$ cat config.mk
export PLATFORM = sky130hd
export DESIGN_NAME = remote_comm
export DESIGN_NICKNAME = d
export VERILOG_FILES = /design/src/rtl/remote_comm_pkg.sv /design/src/rtl/remote_comm_uart.sv /design/src/rtl/remote_comm.sv
export SDC_FILE = /design/constraint.sdc
export NUM_CORES = 1
export LEC_CHECK = 0
export CAP_MARGIN = 20
export CORE_UTILIZATION = 40
export DETAILED_ROUTE_END_ITERATION = 6
export MAX_ROUTING_LAYER = met4
export PLACE_DENSITY = 0.6
export SETUP_SLACK_MARGIN = 0.02
export SYNTH_ARGS = -nofsm -noshare
export SYNTH_HDL_FRONTEND = slang
export SYNTH_SLANG_ARGS = --single-unit
$ cat constraint.sdc
create_clock -name clk -period 2.4 [get_ports clk]
set_clock_uncertainty 0.15 [all_clocks]
set_input_delay 0.48 -clock clk [delete_from_list [all_inputs] [get_ports clk]]
set_output_delay 0.48 -clock clk [all_outputs]
set_load 0.05 [all_outputs]
$ cat src/rtl/remote_comm_pkg.sv
// Shared types and defaults for the remote_comm host-side command/response link.
package remote_comm_pkg;

  localparam int unsigned BAUD_DIV_DEFAULT = 2604;

  typedef enum logic [1:0] {
    IDLE,
    SEND_HI,
    SEND_LO
  } cmd_state_e;

  typedef enum logic [1:0] {
    RX_IDLE,
    RX_START,
    RX_DATA,
    RX_WAIT_HIGH
  } rx_state_e;

endpackage

$ cat src/rtl/remote_comm_uart.sv
// 8N1 UART: independent transmitter (trmt/tx_done) and mid-bit sampling receiver.
module remote_comm_uart
  import remote_comm_pkg::*;
#(
  parameter int unsigned BAUD_DIV = BAUD_DIV_DEFAULT
) (
  input  logic       clk,
  input  logic       rst_n,
  input  logic       trmt,
  input  logic [7:0] tx_data,
  output logic       tx_done,
  output logic       tx,
  input  logic       rx,
  output logic [7:0] rx_data,
  output logic       rx_rdy
);

  localparam int unsigned CNT_W = $clog2(BAUD_DIV);

  logic             tx_busy;
  logic [8:0]       tx_shift;
  logic [CNT_W-1:0] tx_baud;
  logic [3:0]       tx_bit;

  rx_state_e        rx_state;
  logic             rx_meta;
  logic             rx_sync;
  logic             rx_prev;
  logic [CNT_W-1:0] rx_baud;
  logic [2:0]       rx_bit;
  logic [7:0]       rx_shift;

  // Transmitter: start bit driven on accept, then 8 data bits and stop from tx_shift.
  always_ff @(posedge clk or negedge rst_n) begin
    if (!rst_n) begin
      tx       <= 1'b1;
      tx_busy  <= 1'b0;
      tx_shift <= '1;
      tx_baud  <= '0;
      tx_bit   <= '0;
      tx_done  <= 1'b0;
    end else begin
      tx_done <= 1'b0;
      if (!tx_busy) begin
        if (trmt) begin
          tx_busy  <= 1'b1;
          tx       <= 1'b0;
          tx_shift <= {1'b1, tx_data};
          tx_baud  <= '0;
          tx_bit   <= '0;
        end
      end else if (tx_baud == CNT_W'(BAUD_DIV - 1)) begin
        tx_baud <= '0;
        if (tx_bit == 4'd9) begin
          tx_busy <= 1'b0;
          tx_done <= 1'b1;
        end else begin
          tx       <= tx_shift[0];
          tx_shift <= {1'b1, tx_shift[8:1]};
          tx_bit   <= tx_bit + 4'd1;
        end
      end else begin
        tx_baud <= tx_baud + CNT_W'(1);
      end
    end
  end

  // Two-flop synchronizer plus one delayed copy for falling-edge detection.
  always_ff @(posedge clk or negedge rst_n) begin
    if (!rst_n) begin
      rx_meta <= 1'b1;
      rx_sync <= 1'b1;
      rx_prev <= 1'b1;
    end else begin
      rx_meta <= rx;
      rx_sync <= rx_meta;
      rx_prev <= rx_sync;
    end
  end

  // Receiver: re-check start at mid-bit to reject glitches, then sample each bit mid-way.
  always_ff @(posedge clk or negedge rst_n) begin
    if (!rst_n) begin
      rx_state <= RX_IDLE;
      rx_baud  <= '0;
      rx_bit   <= '0;
      rx_shift <= '0;
      rx_data  <= '0;
      rx_rdy   <= 1'b0;
    end else begin
      rx_rdy <= 1'b0;
      case (rx_state)
        RX_IDLE: begin
          if (rx_prev && !rx_sync) begin
            rx_state <= RX_START;
            rx_baud  <= '0;
          end
        end
        RX_START: begin
          if (rx_baud == CNT_W'(BAUD_DIV / 2 - 1)) begin
            rx_baud  <= '0;
            rx_bit   <= '0;
            rx_state <= rx_sync ? RX_IDLE : RX_DATA;
          end else begin
            rx_baud <= rx_baud + CNT_W'(1);
          end
        end
        RX_DATA: begin
          if (rx_baud == CNT_W'(BAUD_DIV - 1)) begin
            rx_baud  <= '0;
            rx_shift <= {rx_sync, rx_shift[7:1]};
            rx_bit   <= rx_bit + 3'd1;
            if (rx_bit == 3'd7) begin
              rx_data  <= {rx_sync, rx_shift[7:1]};
              rx_rdy   <= 1'b1;
              rx_state <= RX_WAIT_HIGH;
            end
          end else begin
            rx_baud <= rx_baud + CNT_W'(1);
          end
        end
        RX_WAIT_HIGH: begin
          if (rx_sync) rx_state <= RX_IDLE;
        end
        default: rx_state <= RX_IDLE;
      endcase
    end
  end

endmodule

$ cat src/rtl/remote_comm.sv
// Host-side link to the robot: sends 16-bit commands as two UART bytes, reports received bytes.
module remote_comm
  import remote_comm_pkg::*;
#(
  parameter int unsigned BAUD_DIV = BAUD_DIV_DEFAULT
) (
  input  logic        clk,
  input  logic        rst_n,
  input  logic [15:0] cmd,
  input  logic        snd_cmd,
  output logic        cmd_snt,
  output logic        TX,
  input  logic        RX,
  output logic [7:0]  resp,
  output logic        resp_rdy
);

  cmd_state_e state;
  logic [7:0] low_byte;
  logic       trmt_c;
  logic [7:0] tx_data_c;
  logic       tx_done;

  // Launch the high byte straight from cmd so its start bit follows snd_cmd by one cycle.
  always_comb begin
    trmt_c    = 1'b0;
    tx_data_c = low_byte;
    case (state)
      IDLE: begin
        trmt_c    = snd_cmd;
        tx_data_c = cmd[15:8];
      end
      SEND_HI: trmt_c = tx_done;
      default: ;
    endcase
  end

  always_ff @(posedge clk or negedge rst_n) begin
    if (!rst_n) begin
      state    <= IDLE;
      low_byte <= '0;
      cmd_snt  <= 1'b0;
    end else begin
      case (state)
        IDLE: begin
          if (snd_cmd) begin
            low_byte <= cmd[7:0];
            cmd_snt  <= 1'b0;
            state    <= SEND_HI;
          end
        end
        SEND_HI: begin
          if (tx_done) state <= SEND_LO;
        end
        SEND_LO: begin
          if (tx_done) begin
            cmd_snt <= 1'b1;
            state   <= IDLE;
          end
        end
        default: state <= IDLE;
      endcase
    end
  end

  remote_comm_uart #(
    .BAUD_DIV(BAUD_DIV)
  ) u_uart (
    .clk    (clk),
    .rst_n  (rst_n),
    .trmt   (trmt_c),
    .tx_data(tx_data_c),
    .tx_done(tx_done),
    .tx     (TX),
    .rx     (RX),
    .rx_data(resp),
    .rx_rdy (resp_rdy)
  );

endmodule

==> key figures, run 1 <==
Run status
  – Status: finished, final reports clean

GRT
  – First-pass GRT wire length: 13.66 mm
  – GRT Residual Overflow: 0
  – GR Util All Layers: approximately 18%
  – Largest net degree at the start of global routing: 31
  – Vias in the first global route: 2,921
  – Antenna violations before repair: 0

Logic synthesis
  – Synth async-reset ratio: 100.0%
  – Dominant cell by count in the synthesized netlist: dfrtp_1
  – Mapped Cells: 356
  – Share of the synthesized area in the top cell type: 40.26%
  – Register bit total from synthesis: 74
  – Main synth FF type: dfrtp_1
  – Post-synth top cells: 62 x dfrtp_1, 39 x nand2_1, 26 x mux2_2, 19 x inv_1, 19 x mux2i_1
  – Synthesized area: 3854 sq um
  – Yosys warns: 0
  – Synth Area per Inst: 10.82 sq um
  – Dominant cell type by area after synthesis: dfrtp_1
  – Post-synth EDFFs: 0
  – Sequential area share after synthesis: 48.44%
  – Ranking of synthesized cells by area: dfrtp_1 40%, dfstp_2 8.2%, mux2_2 7.6%, mux2i_1 4.9%, ha_1 3.9%
  – Syn_nets: 388
  – Synth unique cells: 58

Critical path
  – Setup CP Type: register to register
  – WP data required: 2.47 ns
  – Crit path from: u_uart.rx_baud[5]
  – Crit. End Element: register
  – Worst reg2reg startpoint: u_uart.rx_baud[5]
  – CP arrival: 2.42 ns
  – Crit path max fanout: 10
  – Crit path launch type: register

Pwr
  – Max IR drop VDD: 527.3 uV
  – P_leak: 2.054 nW
  – PwrDens: 804.0 nW/um^2

Finish
  – Layout area overhead: 22.73%
  – Fraction of layout cells with a size suffix above 1: ~25%
  – Final net count: approximately 440
  – Fin area: 4730 sq um
  – Antenna fix cells: 0
  – Fillcell total: 847

Clock network
  – Clock latency on the worst-skew pair: 0.35 ns
  – CTS Buf Count: 9
  – CTS root buf: clkbuf_8
  – CTS tree: done
  – Reg clk slew, reported paths: 0.08 ns
  – H-tree depth: 3
  – CTS Sinks: 74
  – Clock Path Buffers: 2
  – Setup repair bufs after CTS: 0

Timing
  – Setup violations, final: 0
  – Fmax: about 430 MHz
  – Final setup margin: 0.04861 ns
  – Worst-margin pin slew: approximately 0.50 ns
  – Final period util: 97.97%
  – Max-Slew Margin vs Limit: about two thirds
  – Max-slew violations: 0
  – Endpoints failing hold: 0
  – RSZ-0062 raised after global routing: yes
  – Setup TNS: 0 ns
  – Period minus WS final: approximately 2.4 ns

Flow run
  – MaxCap Viol Count: 0

Placed design
  – Final HPWL DP: 5.474 mm
  – Post-place setup slack: 0.01327 ns
  – Final Wtd Congestion: 0.8018
  – Number of port buffers: 30
  – DP Area: 4458 sq um

Floorplanning
  – Starting Density: 41.51%
  – # IOs: 31
  – Die extent in y: 100.2 microns
  – Core Area: roughly 9300 sq um
  – Total die area: roughly 10,000 sq um
  – Die Width: approximately 100 microns
  – Row count: 35

Min path
  – Min-delay src: u_uart.rx_meta
  – Hold Path Class: register to register

Detailed routing
  – Vias per inst: 5.324
  – DRC violations left: 0
  – DRT antenna net count: 0
  – Routed len/inst: 14.35 microns
  – Initial DRC count: 92
  – WL final: 7.807 mm
  – Drt first pass iters: 4
  – Vias post-DR: 2,896
-- cell families (layout without fill, tap and decap cells) --
group | count (synthesis) | after routing | share of synthesized area, %
xor gates and xnor gates | 3 | 3 | 0.6819
DFF | 74 | 74 | 48.44
and+or+nand+nor | 114 | 114 | 15.97
buffers and inverters | 36 | 95 | 4.156
AOI/OAI and AO/OA | 64 | 64 | 11.20
adders and majority gates | 12 | 12 | 3.896
muxes | 53 | 53 | 15.65
-- final timing paths --
check	cells past startpoint	slack, ns	end
max reg2reg	5	0.05	u_uart.rx_baud[7]
min reg2reg	0	0.21	u_uart.rx_sync
max	5	0.05	u_uart.rx_baud[7]
min in group asynchronous	2	0.44	low_byte[5]
max in group asynchronous	3	1.08	u_uart.rx_baud[4]
min	0	0.21	u_uart.rx_sync
-- cell usage in the layout (no fill, tap or decap), drive strengths merged, types with 9 or more instances in the layout --
master         synthesis  routed
nand3                 12      12
inv                   19      20
buf                    5      30
dfstp                 12      12
nor2                  10      10
o211ai                 9       9
mux2                  34      34
nand2                 39      39
dfrtp                 62      62
clkbuf                12       9
ha                    12      12
o21ai                 19      19
clkdlybuf4s50          0      29
mux2i                 19      19
a21oi                  9       9
-- worst max-delay path, stage by stage (launching register included) --
cell,delay (ns)
dfrtp_1,0.44
or4b_2,0.74
o311a_1,0.40
buf_4,0.18
o211ai_1,0.17
o311ai_0,0.15
-- power by group --
| group | total (mW) | internal, mW | switching [mW] |
|---|---|---|---|
| Combinational | 1.13 | 0.515 | 0.617 |
| Clock | 1.09 | 0.592 | 0.497 |
| Sequential | 1.58 | 1.45 | 0.135 |
| Total | 3.80 | 2.55 | 1.25 |
-- per-stage QoR --
stage                     hold slack (ns)  util (%)  power (mW)  std cells
after global routing               0.2179     50.94       4.061        544
after floorplan                   0.03441         -       2.256        356
after detailed placement           0.1981     48.02       2.689        527
after CTS                          0.2109     50.61       3.806        544
final                              0.2090     50.94       3.802        544
after global placement             0.1961     48.02       2.649        527
-- per-layer routing --
layer | vias up | global-route usage [%] | part of all wire (%)
met1 | 1421 | 21.32 | 45
met3 | 13 | 4.526 | 3.9
li1 | 1405 | - | -
met5 | - | - | 0
met2 | 57 | 29.87 | 50
met4 | 0 | 4.682 | 1.3
-- layout make-up --
type | count | area (sq um) | share of cell area [%]
clock buffers | 9 | 123.9 | 2.619
clock inverters | 7 | 101.3 | 2.143
inverters | 19 | 71.32 | 1.508
multi-input cells | 246 | 1867 | 39.47
flip-flops and latches | 74 | 1867 | 39.47
well taps | 129 | 161.4 | 3.413
repair buffers | 60 | 538.0 | 11.38
-- flip-flops by register name, summed over array words and instances (netlist names), 2 cells and up, named ones only --
register / count
u_uart.tx_baud: 12
u_uart.rx_shift: 7
u_uart.rx_data: 8
low_byte: 8
u_uart.rx_baud: 12
state: 2
u_uart.tx_bit: 4
u_uart.rx_bit: 3
u_uart.tx_shift: 8
-- repair_timing --
item / CTS / global route
setup endpoints to repair: 6 / 13
pin swaps: 0 / 0
resized for setup: 2 / 8
endpoints found under the hold margin: 21 / 0
hold buffers: 1 / 0
Note: power is estimated with default switching activity, not from simulation.
==> run 2, diff against run 1 <==
Settings changed: GPL_TIMING_DRIVEN set to 0.
==> run 2 against run 1 <==
  * Die area unchanged
  * Total power decreased by 3.0%
  * Non-clock buffer count decreased by 8
  * First-iteration DRC count decreased by 14%
  * Sequential power about the same
  * Critical path depth unchanged
  * Routed wire length increased by 1.9%
  * Core utilization decreased by 0.24 points
  * Via count decreased by 0.62%
  * Clock power decreased by 9%
  * Global-route usage decreased by 0.33 points
  * Register-to-register slack improved by 0.02 ns
  * Highest routed layer unchanged
==> key figures, run 2 (synthesized netlist as in run 1, its figures left out) <==
Pwr
  – PwrDens: 783.2 nW/um^2 (was 804.0 nW/um^2)
  – P_leak: 1.986 nW (was 2.054 nW)
  – Max IR drop VDD: 711.0 uV (was 527.3 uV)

Finish
  – Final net count: 434 (was 442)
  – Fillcell total: 864 (was 847)
  – Biggest regs: u_uart.rx_baud: 12 flops, u_uart.tx_baud: 12 flops (unchanged)
  – Layout area overhead: 22.14% (was 22.73%)
  – Final Non-Filler Cells: 536 (was 544)
  – Antenna fix cells: 0 (unchanged)
  – Most common cell after layout, fill and taps aside: dfrtp_1 (unchanged)
  – Commonest cells after routing, fill and taps aside: 57 x dfrtp_1, 39 x nand2_1, 29 x clkdlybuf4s50_1, 26 x mux2_2, 19 x mux2i_1 (was 62 x dfrtp_1, 39 x nand2_1, 29 x clkdlybuf4s50_1, 29 x buf_4, 26 x mux2_2)
  – Fraction of layout cells with a size suffix above 1: 25.06% (about the same)

Clock network
  – Reg clk slew, reported paths: 0.07 ns (was 0.08 ns)
  – Clock latency on the worst-skew pair: 0.35 ns (about the same)
  – H-tree depth: 3 (unchanged)
  – Clock Path Buffers: 2 (unchanged)
  – CTS root buf: clkbuf_8 (unchanged)
  – CTS Sinks: 74 (unchanged)
  – CTS tree: done (unchanged)
  – CTS Buf Count: 9 (unchanged)

Floorplanning
  – Total die area: 10,030 sq um (unchanged)
  – Die extent in y: 100.2 microns (unchanged)
  – Starting Density: 41.51% (unchanged)
  – Core Area: 9284 sq um (unchanged)
  – Row count: 35 (unchanged)
  – Die Width: 100.2 microns (unchanged)
  – # IOs: 31 (unchanged)

GRT
  – Vias in the first global route: 2,870 (was 2,921)
  – Largest net degree at the start of global routing: 44 (was 31)
  – Antenna violations before repair: 0 (unchanged)
  – GRT Residual Overflow: 0 (unchanged)
  – First-pass GRT wire length: 13.32 mm (was 13.66 mm)
  – GR Util All Layers: 17.45% (was 17.79%)

Detailed routing
  – DRT antenna net count: 0 (unchanged)
  – Vias post-DR: 2,878 (was 2,896)
  – DRC violations left: 0 (unchanged)
  – Initial DRC count: 79 (was 92)
  – Drt first pass iters: 4 (unchanged)
  – WL final: 7.953 mm (was 7.807 mm)
  – Vias per inst: 5.369 (was 5.324)
  – Routed len/inst: 14.84 microns (was 14.35 microns)

Flow run
  – MaxCap Viol Count: 0 (unchanged)

Min path
  – Hold Path Class: register to register (unchanged)
  – Hold Path Stages: 0 (unchanged)

Timing
  – Endpoints failing hold: 0 (unchanged)
  – Setup violations, final: 0 (unchanged)
  – Fmax: 428.7 MHz (was 425.3 MHz)
  – Hold_ws: 0.2086 ns (was 0.2090 ns)
  – Max-Slew Margin vs Limit: 44.74% (was 66.69%)
  – Max-slew violations: 0 (unchanged)
  – Worst-margin pin slew: 0.8058 ns (was 0.4982 ns)
  – Final period util: 97.19% (was 97.97%)
  – RSZ-0062 raised after global routing: yes (unchanged)
  – Period minus WS final: 2.333 ns (was 2.351 ns)

Critical path
  – CP arrival: 2.42 ns (about the same)
  – Setup CP Type: register to register (unchanged)
  – Worst R2R Path Depth: 5 (unchanged)
  – WP data required: 2.48 ns (was 2.47 ns)
  – Crit. End Element: register (unchanged)
  – Crit path launch type: register (unchanged)
  – Crit path max fanout: 8 (was 10)

Placed design
  – Final HPWL DP: 5.337 mm (was 5.474 mm)
  – Final Wtd Congestion: 0.8243 (was 0.8018)
  – Number of port buffers: 30 (unchanged)
  – Placed Cells: 516 (was 527)

Run status
  – Status: finished, final reports clean (unchanged)
-- run 2: cell types whose count changed in the layout (fill, tap and decap cells not counted), moves of 2 or more --
cell / before / now
buf_2: 0 / 2
buf_4: 29 / 10
buf_6: 0 / 2
clkbuf_1: 0 / 8
clkbuf_8: 9 / 11
clkinv_4: 2 / 0
dfrtp_1: 62 / 57
dfrtp_2: 0 / 5
ha_1: 12 / 10
-- run 2: path summary, 6_finish.rpt --
check	from	end	slack, ns
setup / recovery	u_uart.rx_baud[6]	u_uart.rx_data[4]	0.07
hold / removal	u_uart.rx_meta	u_uart.rx_sync	0.21
setup reg to reg	u_uart.rx_baud[6]	u_uart.rx_data[4]	0.07
hold reg to reg	u_uart.rx_meta	u_uart.rx_sync	0.21
max in group asynchronous	rst_n	u_uart.rx_sync	1.01
min in group asynchronous	rst_n	low_byte[6]	0.46
-- run 2: area by class of cell --
cell class	instances	area [sq um]	area share, %
multi-input combinational	246	1942	41.25
sequential	74	1873	39.79
timing repair buffer	41	395.4	8.400
tap	129	161.4	3.429
clock buffer	12	155.1	3.296
inverter	19	71.32	1.515
buffer	11	58.81	1.249
clock inverter	4	50.05	1.063
-- run 2: through the flow --
step	TNS (ns)	utilization, %	total power [mW]	cell area, sq um	setup slack, ns
after global placement	-139.32	46.52	2.504	4319	-1.912
final	0	50.70	3.687	4707	0.06737
after global routing	-0.004989	50.70	3.912	4707	-0.003771
after detailed placement	-9.000	46.71	2.545	4337	-0.4157
after floorplan	-0.6011	-	2.256	3857	-0.07514
after CTS	-0.7970	49.87	3.607	4629	-0.1074
-- run 2: critical path, stage by stage (launching register included) --
cell and delay (ns):
dfrtp_2 0.42, or4_4 0.54, or4_4 0.43, or2_1 0.23, buf_6 0.15, mux2_4 0.30
-- run 2: per-layer routing --
layer,track usage (%),share of wire [%],vias to the layer above
li1,-,-,1390
met1,20.50,46,1442
met2,29.19,50,42
met3,4.805,3.2,4
met4,5.351,0.72,0
met5,-,0,-
-- run 2: timing repair --
action | CTS | global route
gates cloned | 0 | 0
gates resized for setup | 15 | 21
hold buffers | 1 | 0
endpoints found under the setup margin | 35 | 43
endpoints found under the hold margin | 30 | 0
setup buffers | 5 | 4
pin swaps | 3 | 7
-- run 2: where the power goes --
group | internal [mW] | total (mW) | switching (mW) | leakage [nW]
Sequential | 1.45 | 1.61 | 0.159 | 0.952
Combinational | 0.477 | 1.09 | 0.610 | 0.935
Clock | 0.536 | 0.994 | 0.458 | 0.0986
==> run 3, diff against run 2 <==
Settings changed: PLACE_DENSITY 0.6 to 0.59, SYNTH_HIERARCHICAL set to 1.
==> run 3 against run 2 <==
  * Critical path depth is 1 higher
  * Count of clock-buffer cells in the layout is 3 lower
  * Sequential cell count stayed put
  * Maximum frequency is 8.2% higher
  * Synthesized area is 3.9% higher
  * Synthesized cell count is 2.5% lower
  * Cell area hardly changed
  * Sequential power is 19% lower
  * Final cell count is 1.5% lower
  * Largest cell class unchanged
==> key figures, run 3 <==
Logic synthesis
  – Post-synth top cells: 62 x dfrtp_1, 30 x mux2_2, 25 x nand2_1, 17 x inv_1, 14 x mux2_4 (was 62 x dfrtp_1, 39 x nand2_1, 26 x mux2_2, 19 x inv_1, 19 x mux2i_1)
  – Dominant cell type by area after synthesis: dfrtp_1 (unchanged)
  – Main synth FF type: dfrtp_1 (unchanged)
  – Synth unique cells: 66 (was 58)
  – Sequential area share after synthesis: 46.61% (was 48.44%)
  – Mapped Cells: 347 (was 356)
  – Register bit total from synthesis: 74 (unchanged)
  – Yosys warns: 6 (was 0)
  – Ranking of synthesized cells by area: dfrtp_1 39%, mux2_2 8.4%, dfstp_2 7.9%, mux2_4 5.2%, ha_1 4.1% (was dfrtp_1 40%, dfstp_2 8.2%, mux2_2 7.6%, mux2i_1 4.9%, ha_1 3.9%)
  – Post-synth EDFFs: 0 (unchanged)
  – Synthesized area: 4005 sq um (was 3854 sq um)
  – Share of the synthesized area in the top cell type: 38.74% (was 40.26%)
  – Synth Area per Inst: 11.54 sq um (was 10.82 sq um)
  – Dominant cell by count in the synthesized netlist: dfrtp_1 (unchanged)
  – Synth async-reset ratio: 100.0% (unchanged)
  – Syn_nets: 380 (was 388)

Placed design
  – Final Wtd Congestion: 0.8224 (was 0.8243)
  – Number of port buffers: 30 (unchanged)
  – Final HPWL DP: 5.449 mm (was 5.337 mm)

Min path
  – Hold Path Class: register to register (unchanged)
  – Min-delay src: u_uart/rx_meta (was u_uart.rx_meta)
  – Hold Path Stages: 0 (unchanged)
  – Hold EP: u_uart/rx_sync (was u_uart.rx_sync)

GRT
  – GRT Residual Overflow: 0 (unchanged)
  – Antenna violations before repair: 0 (unchanged)
  – Vias in the first global route: 2,863 (was 2,870)
  – Largest net degree at the start of global routing: 55 (was 44)
  – First-pass GRT wire length: 13.52 mm (was 13.32 mm)
  – GR Util All Layers: 17.24% (was 17.45%)

Finish
  – Biggest regs: u_uart/rx_baud: 12 flops, u_uart/tx_baud: 12 flops (was u_uart.rx_baud: 12 flops, u_uart.tx_baud: 12 flops)
  – Multi-input logic area: 1988 sq um (was 1942 sq um)
  – Fillcell total: 943 (was 864)
  – Layout area overhead: 17.62% (was 22.14%)
  – Fraction of layout cells with a size suffix above 1: 25.32% (was 25.06%)
  – Commonest cells after routing, fill and taps aside: 62 x dfrtp_1, 30 x mux2_2, 28 x clkdlybuf4s50_1, 25 x nand2_1, 17 x inv_1 (was 57 x dfrtp_1, 39 x nand2_1, 29 x clkdlybuf4s50_1, 26 x mux2_2, 19 x mux2i_1)
  – Reg area: 1867 sq um (was 1873 sq um)
  – Antenna fix cells: 0 (unchanged)
  – Final net count: 423 (was 434)
  – Most common cell after layout, fill and taps aside: dfrtp_1 (unchanged)

Floorplanning
  – Total die area: 10,420 sq um (was 10,030 sq um)
  – Core Area: 9729 sq um (was 9284 sq um)
  – Die Width: 102.1 microns (was 100.2 microns)
  – # IOs: 31 (unchanged)
  – Die extent in y: 102.1 microns (was 100.2 microns)
  – Row count: 36 (was 35)
  – Starting Density: 41.17% (was 41.51%)

Clock network
  – CTS root buf: clkbuf_8 (unchanged)
  – CTS Sinks: 74 (unchanged)
  – CTS Buf Count: 9 (unchanged)
  – H-tree depth: 3 (unchanged)
  – Clock Path Buffers: 2 (unchanged)
  – Reg clk slew, reported paths: 0.08 ns (was 0.07 ns)
  – CTS tree: done (unchanged)
  – Clock latency on the worst-skew pair: 0.35 ns (about the same)

Detailed routing
  – Routed len/inst: 14.92 microns (was 14.84 microns)
  – Vias post-DR: 2,851 (was 2,878)
  – DRC violations left: 0 (unchanged)
  – Initial DRC count: 93 (was 79)
  – WL final: 7.880 mm (was 7.953 mm)
  – Vias per inst: 5.400 (was 5.369)
  – DRT antenna net count: 0 (unchanged)
  – Drt first pass iters: 4 (unchanged)

Critical path
  – WP data required: 2.45 ns (was 2.48 ns)
  – R2R Setup Slk: 0.24 ns (was 0.07 ns)
  – Crit path max fanout: 10 (was 8)
  – RR Endpoint: u_uart/rx_baud[3] (was u_uart.rx_data[4])
  – Crit path launch type: register (unchanged)
  – CP arrival: 2.21 ns (was 2.42 ns)
  – Setup CP Type: register to register (unchanged)
  – Worst R2R Path Depth: 6 (was 5)
  – Worst reg2reg startpoint: u_uart/rx_baud[0] (was u_uart.rx_baud[6])
  – Crit. End Element: register (unchanged)

Run status
  – Status: finished, final reports clean (unchanged)

Timing
  – Max-Slew Margin vs Limit: 63.11% (was 44.74%)
  – Fmax: 464.0 MHz (was 428.7 MHz)
  – RSZ-0062 raised after global routing: no (was yes)
  – Setup TNS: 0 ns (unchanged)
  – Period minus WS final: 2.155 ns (was 2.333 ns)
  – Worst-margin pin slew: 0.5521 ns (was 0.8058 ns)
  – Max-slew violations: 0 (unchanged)
  – Endpoints failing hold: 0 (unchanged)
  – Final period util: 89.80% (was 97.19%)
  – Setup violations, final: 0 (unchanged)

Pwr
  – P_leak: 2.026 nW (was 1.986 nW)
  – Max IR drop VDD: 317.3 uV (was 711.0 uV)
  – Power consumption: 2.838 mW (was 3.687 mW)
  – PwrDens: 602.4 nW/um^2 (was 783.2 nW/um^2)

Flow run
  – MaxCap Viol Count: 0 (unchanged)
## run 3: cell count changes in the layout (fill, tap and decap cells not counted), moves of 5 or more
cell,change
mux2i_1,-14
o311ai_0,+5
dfrtp_2,-5
a31oi_1,+10
buf_4,-8
o21ai_0,-6
dfrtp_1,+5
nand2_1,-14
mux2_4,+6
## run 3: logic make-up (layout without fill, tap and decap cells)
| family | after synthesis | in the layout | share of synthesized area, % |
|---|---|---|---|
| adder cells (fa/ha/maj) | 13 | 13 | 4.061 |
| AO/OA/AOI/OAI | 78 | 78 | 14.18 |
| XOR/XNOR | 1 | 1 | 0.2187 |
| buffers and inverters | 32 | 80 | 3.843 |
| multiplexers | 50 | 50 | 15.21 |
| flip-flops | 74 | 74 | 46.61 |
| AND/OR/NAND/NOR | 99 | 99 | 15.87 |
## run 3: cell type report
cell class                      instances  area share (%)
Timing Repair Buffer                   32           7.092
Buffer                                 15           1.912
Sequential cell                        74           39.63
Multi-Input combinational cell        241           42.20
Clock buffer                            9           2.629
Inverter                               17           1.355
Tap cell                              133           3.533
Clock inverter                          7           1.647
## run 3: power breakdown
| part | switching, mW | internal (mW) | leakage (nW) |
|---|---|---|---|
| clock | 0.497 | 0.487 | 0.0998 |
| sequential | 0.0361 | 1.28 | 0.930 |
| combinational | 0.352 | 0.187 | 0.996 |
| total | 0.885 | 1.95 | 2.03 |
## run 3: stage by stage
| step | hold slack [ns] | instances | util [%] | setup slack [ns] | cell area (sq um) |
|---|---|---|---|---|---|
| detailed placement | 0.2115 | 511 | 46.22 | -0.2995 | 4497 |
| CTS | 0.2235 | 528 | 48.38 | 0.09433 | 4707 |
| finish | 0.2212 | 528 | 48.42 | 0.2447 | 4711 |
| global route | 0.2237 | 528 | 48.42 | 0.1223 | 4711 |
| global placement | 0.2142 | 510 | 45.96 | -1.927 | 4472 |
| floorplan | 0.03441 | 347 | - | 0.4082 | 4005 |
## run 3: how the worst max path moves through the flow
stage,startpoint,endpoint,slack (ns)
3_5_place_dp,snd_cmd,u_uart/tx_shift[1],-0.30
4_1_cts,snd_cmd,u_uart/tx_shift[5],0.09
6_report,u_uart/rx_baud[0],u_uart/rx_baud[3],0.24
5_1_grt,snd_cmd,u_uart/tx_shift[4],0.12
3_3_place_gp,rst_n,u_uart/tx_baud[4],-1.93
2_1_floorplan,u_uart/tx_baud[0],u_uart/tx_shift[1],0.41
## run 3: routing by layer
metal / track usage, % / share of wire [%]
met5: - / 0
met4: 5.385 / 0.89
met3: 4.309 / 3.1
met2: 27.36 / 48
met1: 21.62 / 48
## run 3: worst max-delay path, cell delays in order, from the launching register on
cell and delay, ns:
dfrtp_1 0.40, ha_1 0.24, nor4b_4 0.36, a31oi_1 0.16, buf_2 0.22, nor2_1 0.29
o221ai_1 0.19
## run 3: repair_timing
item	4_1_cts	5_1_grt
hold buffers	1	0
pin swaps	0	0
setup endpoints to repair	1	6
gates resized for setup	1	1
endpoints found under the hold margin	18	0
buffers inserted	0	0
